`src/rtl/imm_gen_pipe.sv`:
```
// Pipelined RV immediate generator: decodes I/S/B/U/J/SHAMT/ZIMM immediates
// and delivers {imm, fmt, illegal} through a 2-entry skid FIFO with flush.
module imm_gen_pipe #(
  parameter int XLEN  = 64,
  parameter int CNT_W = 16
) (
  input  logic             clk,
  input  logic             reset,
  input  logic             flush,
  input  logic             in_valid,
  output logic             in_ready,
  input  logic [31:0]      inst,
  output logic             out_valid,
  input  logic             out_ready,
  output logic [XLEN-1:0]  imm,
  output logic [2:0]       fmt,
  output logic             illegal,
  output logic [CNT_W-1:0] illegal_cnt
);

  localparam logic [2:0] FMT_NONE  = 3'd0;
  localparam logic [2:0] FMT_I     = 3'd1;
  localparam logic [2:0] FMT_S     = 3'd2;
  localparam logic [2:0] FMT_B     = 3'd3;
  localparam logic [2:0] FMT_U     = 3'd4;
  localparam logic [2:0] FMT_J     = 3'd5;
  localparam logic [2:0] FMT_SHAMT = 3'd6;
  localparam logic [2:0] FMT_ZIMM  = 3'd7;

  localparam logic [6:0] OP_LOAD   = 7'b0000011;
  localparam logic [6:0] OP_IMM    = 7'b0010011;
  localparam logic [6:0] OP_IMM32  = 7'b0011011;
  localparam logic [6:0] OP_JALR   = 7'b1100111;
  localparam logic [6:0] OP_STORE  = 7'b0100011;
  localparam logic [6:0] OP_BRANCH = 7'b1100011;
  localparam logic [6:0] OP_LUI    = 7'b0110111;
  localparam logic [6:0] OP_AUIPC  = 7'b0010111;
  localparam logic [6:0] OP_JAL    = 7'b1101111;
  localparam logic [6:0] OP_SYSTEM = 7'b1110011;
  localparam logic [6:0] OP_REG    = 7'b0110011;
  localparam logic [6:0] OP_REG32  = 7'b0111011;

  localparam bit RV64 = (XLEN == 64);

  typedef struct packed {
    logic [XLEN-1:0] imm;
    logic [2:0]      fmt;
    logic            illegal;
  } entry_t;

  // Immediates are built 64 bits wide and truncated, so XLEN=32 needs no
  // zero-width replication.
  logic [6:0]  opcode;
  logic [2:0]  funct3;
  logic        is_shift;
  logic [63:0] imm_i, imm_s, imm_b, imm_u, imm_j, imm_sh, imm_sh32, imm_z;

  assign opcode   = inst[6:0];
  assign funct3   = inst[14:12];
  assign is_shift = (funct3 == 3'b001) || (funct3 == 3'b101);

  assign imm_i    = {{52{inst[31]}}, inst[31:20]};
  assign imm_s    = {{52{inst[31]}}, inst[31:25], inst[11:7]};
  assign imm_b    = {{51{inst[31]}}, inst[31], inst[7], inst[30:25], inst[11:8], 1'b0};
  assign imm_u    = {{32{inst[31]}}, inst[31:12], 12'b0};
  assign imm_j    = {{43{inst[31]}}, inst[31], inst[19:12], inst[20], inst[30:21], 1'b0};
  assign imm_sh   = RV64 ? {58'b0, inst[25:20]} : {59'b0, inst[24:20]};
  assign imm_sh32 = {59'b0, inst[24:20]};
  assign imm_z    = {59'b0, inst[19:15]};

  logic [63:0] dec_imm;
  logic [2:0]  dec_fmt;
  logic        dec_ill;
  entry_t      dec_entry;

  always_comb begin
    // NOTE: defaults first so every path assigns every output; no latches.
    dec_imm = '0;
    dec_fmt = FMT_NONE;
    dec_ill = 1'b0;
    case (opcode)
      OP_LOAD: begin
        dec_fmt = FMT_I;
        dec_imm = imm_i;
      end
      OP_IMM: begin
        dec_fmt = is_shift ? FMT_SHAMT : FMT_I;
        dec_imm = is_shift ? imm_sh : imm_i;
      end
      OP_IMM32: begin
        if (!RV64) begin
          dec_ill = 1'b1;
        end else begin
          dec_fmt = is_shift ? FMT_SHAMT : FMT_I;
          dec_imm = is_shift ? imm_sh32 : imm_i;
        end
      end
      OP_JALR: begin
        if (funct3 == 3'b000) begin
          dec_fmt = FMT_I;
          dec_imm = imm_i;
        end else begin
          dec_ill = 1'b1;
        end
      end
      OP_STORE: begin
        dec_fmt = FMT_S;
        dec_imm = imm_s;
      end
      OP_BRANCH: begin
        dec_fmt = FMT_B;
        dec_imm = imm_b;
      end
      OP_LUI, OP_AUIPC: begin
        dec_fmt = FMT_U;
        dec_imm = imm_u;
      end
      OP_JAL: begin
        dec_fmt = FMT_J;
        dec_imm = imm_j;
      end
      OP_SYSTEM: begin
        if (funct3[2]) begin
          dec_fmt = FMT_ZIMM;
          dec_imm = imm_z;
        end
      end
      OP_REG, OP_REG32: ;
      default: dec_ill = 1'b1;
    endcase
  end

  assign dec_entry.imm     = dec_imm[XLEN-1:0];
  assign dec_entry.fmt     = dec_fmt;
  assign dec_entry.illegal = dec_ill;

  entry_t     mem [2];
  logic       wr_ptr, rd_ptr;
  logic [1:0] count;
  logic       push, pop;

  assign in_ready  = !reset && !flush && (count != 2'd2);
  assign out_valid = (count != 2'd0);
  assign push      = in_valid && in_ready;
  assign pop       = out_valid && out_ready;

  always_ff @(posedge clk) begin
    // NOTE: state registers use non-blocking assignments only.
    if (reset || flush) begin
      count  <= 2'd0;
      wr_ptr <= 1'b0;
      rd_ptr <= 1'b0;
    end else begin
      if (push) wr_ptr <= ~wr_ptr;
      if (pop)  rd_ptr <= ~rd_ptr;
      case ({push, pop})
        2'b10:   count <= count + 2'd1;
        2'b01:   count <= count - 2'd1;
        default: count <= count;
      endcase
    end
  end

  // NOTE: payload storage is not reset; outputs are masked while empty.
  always_ff @(posedge clk) begin
    if (push) mem[wr_ptr] <= dec_entry;
  end

  always_ff @(posedge clk) begin
    if (reset) begin
      illegal_cnt <= '0;
    end else if (push && dec_ill && (illegal_cnt != {CNT_W{1'b1}})) begin
      illegal_cnt <= illegal_cnt + CNT_W'(1);
    end
  end

  entry_t head;
  assign head    = mem[rd_ptr];
  assign imm     = out_valid ? head.imm     : '0;
  assign fmt     = out_valid ? head.fmt     : FMT_NONE;
  assign illegal = out_valid ? head.illegal : 1'b0;

endmodule

```
`config.mk`:
```
export PLATFORM = sky130hd
export DESIGN_NAME = imm_gen_pipe
export DESIGN_NICKNAME = d
export VERILOG_FILES = /design/src/rtl/imm_gen_pipe.sv
export SDC_FILE = /design/constraint.sdc
export NUM_CORES = 1
export LEC_CHECK = 0
export ABC_AREA = 1
export CAP_MARGIN = 20
export CORE_ASPECT_RATIO = 1.2
export CORE_UTILIZATION = 30
export CTS_CLUSTER_DIAMETER = 80
export DETAILED_ROUTE_END_ITERATION = 12
export GPL_TIMING_DRIVEN = 0
export HOLD_SLACK_MARGIN = 0.02
export PLACE_DENSITY = 0.66
export REMOVE_ABC_BUFFERS = 1
export SYNTH_ARGS = -nofsm -noshare
export SYNTH_HDL_FRONTEND = slang
export SYNTH_SLANG_ARGS = --single-unit
```
`constraint.sdc`:
```
create_clock -name clk -period 3.7 [get_ports clk]
set_input_delay 0.74 -clock clk [delete_from_list [all_inputs] [get_ports clk]]
set_output_delay 0.74 -clock clk [all_outputs]
set_load 0.03 [all_outputs]
```
==> out/metrics.yaml <==
status:
  status: "finished clean"
cts:
  cts_root_buf: "clkbuf_16"
  clockBufferDepth: 2
  post_cts_resized: 2
  cts_tree: "done"
  cts.clk_slew.worst_paths_ns: 0.06
  post_cts.repair.setup_buffers: 0
  cts.sinks: 93
  hold_buffers: 0
  cts_inserted_buffers: 9
  worstSkewPairLatency_ns: 0.34
  ctsHtreeMaxLevel: 3
worst_hold_path:
  min_path_type: "reg -> reg"
  hold_depth: 1
floorplan:
  initial_core_util_pct: 31.18
  rows: 49
  dieArea_sq_um: 16310
  num_io_pins: 123
  core_sq_um: 15200
  dieHeight_um: 139.7
  die_w_um: 116.8
logic_synthesis:
  synth_mux_area_share_pct: 0
  synth-seq-cells: 93
  synth.largest_area_cell: "edfxtp_1"
  yosys_warnings: 0
  synth.area.top_cells: "edfxtp_1, nand2_1, dfxtp_1, a21oi_1, buf_4"
  synth_top_family_by_area: "simple AND/OR/NAND/NOR gates"
  synth-main-ff-cell: "edfxtp_1"
  async_flop_share_pct: 0
  synth-compound-area-share_pct: 9.607
  yosys.area_share.simple_pct: 23.09
  synth_xor_area_share_pct: 0.5542
  ys_seq_area_share_pct: 54.47
  synth.most_common_cell: "nand2_1"
  synth_common_cells: "nand2_1, edfxtp_1, inv_1"
  ys_types: 33
  synthAdderAreaFrac_pct: 0.5278
  syn_area_sq_um: 4741
  syn_inst: 547
  synth.top_cell.area_share_pct: 45.61
  synth_edf_count: 72
  syn_avg_cell_area_sq_um: 8.667
global_route:
  overflow: 0
  grt_max_degree: 38
  grt_pass1_wl_um: 18330
  grt_pass1_vias: 3654
  antenna_found_initial: 0
  grt_use_total_pct: 14.76
detailed_routing:
  viasPerCell: 4.510
  drc_errors: 0
  wirelength_um: 11650
  ant_nets: 0
  vias: 3820
  wl_per_cell_um: 13.76
  drtPass1Iterations: 5
  drt_iter0_markers: 296
timing:
  skew_ns: 0.005384
  period_share_pct: 94.27
  tns_ns: 0
  setup_slack_ns: 0.2119
  finalHoldViolCount: 0
  fmax_mhz: 286.7
  setup_violations: 0
  grt_setup_unrepaired: "no"
  slew_headroom_pct: 37.68
  period_minus_slack_ns: 3.488
  drv_slew: 0
  worstMarginPinSlew_ns: 0.9326
setup_path:
  reg2reg_depth: 9
  critPathRequiredTime_ns: 2.96
  cpMostUsedCell: "buf_8"
  crit_buf_inv: 4
  crit_chain: "clkinv_2, buf_8, nand2_1, a21oi_2, buf_8, clkdlybuf4s50_1"
  critPathLaunchType: "flip-flop"
  worstSetupPathType: "reg -> out"
  endpoint_kind: "primary output"
  path_max_fanout: 29
  cpMaxStageDelayCell: "dfxtp_2"
  crit_family: "buffers and inverters"
  arrival_ns: 2.75
  critical-path-max-stage-delay_ns: 0.65
  cp.depth: 6
finish:
  synthToLayoutAreaGrowth_pct: 34.02
  nNetsFinal: 677
  n_antenna_cell: 0
  final_cell_count_no_fill: 847
  drive_gt1_share_pct: 7.776
place:
  post-place-ws_ns: -0.3542
  place_hpwl_um: 8108
  portBuffers: 122
  placed_cells: 831
  gp_congestion: 0.7981
flow_run:
  drv_cap: 0
pwr:
  total_power_uw: 2344
  irDropWorstVdd_mv: 0.1787
  power_density_nw_per_um2: 368.9
  p_leak_uw: 0.002497
layer usage:
| layer | global-route usage (%) | vias to the layer above | wire length [um] |
|---|---|---|---|
| met4 | 6.529 | 0 | 230 |
| met2 | 24.95 | 109 | 5683 |
| met5 | 0 | - | 0 |
| li1 | - | 1952 | - |
| met3 | 2.962 | 15 | 634 |
| met1 | 17.92 | 1744 | 5106 |
metrics by stage:
step,util [%],hold slack (ns),cell area (sq um)
after floorplan,-,0.4255,4424
after global placement,38.81,0.4365,5901
after detailed placement,39.54,0.4509,6012
after CTS,41.79,0.4559,6354
after global routing,41.79,0.5092,6354
final,41.79,0.4508,6354
where the power goes:
group	internal, uW	total [uW]	switching [uW]
combinational	70.1	164	94.1
sequential	1130	1130	5.47
clock	661	1050	387
total	1860	2340	487
worst paths after layout:
path                                start   endpoint  slack (ns)
worst max register to register   count[1]   count[1]        1.54
worst max-delay path            flip-flop    imm[60]        0.21
worst min-delay path               rd_ptr  flip-flop        0.45
worst min register to register     rd_ptr  flip-flop        0.45
state kept, by name (all words and copies together), names as in the netlist, named ones only:
name	flops
mem	72
count	2
wr_ptr	1
illegal_cnt	16
rd_ptr	1
final cells by class:
type | instances | area (sq um)
timing repair buffer | 127 | 1306
multi-input combinational | 343 | 1628
clock buffer | 10 | 229.0
inverter | 64 | 241.5
clock inverter | 6 | 110.1
tap | 204 | 255.2
fill | 1521 | 8851
sequential | 93 | 2584
worst reg2reg max path, delay by kind of cell (launching register included):
family,cells,cell delay (ns)
compound gates,1,0.11
xor+xnor,2,0.33
fa+ha+maj,1,0.19
buf+inv,2,0.21
flops,1,0.37
simple gates,3,0.88
cells in the final DEF, fill, tap and decap left out, drive strengths merged, types with 5 or more instances in the layout:
cell	count
nand2	147
clkdlybuf4s50	122
edfxtp	72
inv	64
nor2	63
a21oi	54
nand3	30
o21ai	24
dfxtp	21
clkbuf	10
nand4	6
nor3	5
buf	5
logic make-up after synthesis:
kind of cell | after synthesis
buffers and inverters | 111
DFF | 93
xor gates and xnor gates | 3
and+or+nand+nor | 253
AOI/OAI and AO/OA | 85
adders and majority gates | 2
(Power assumes the default switching activity.)
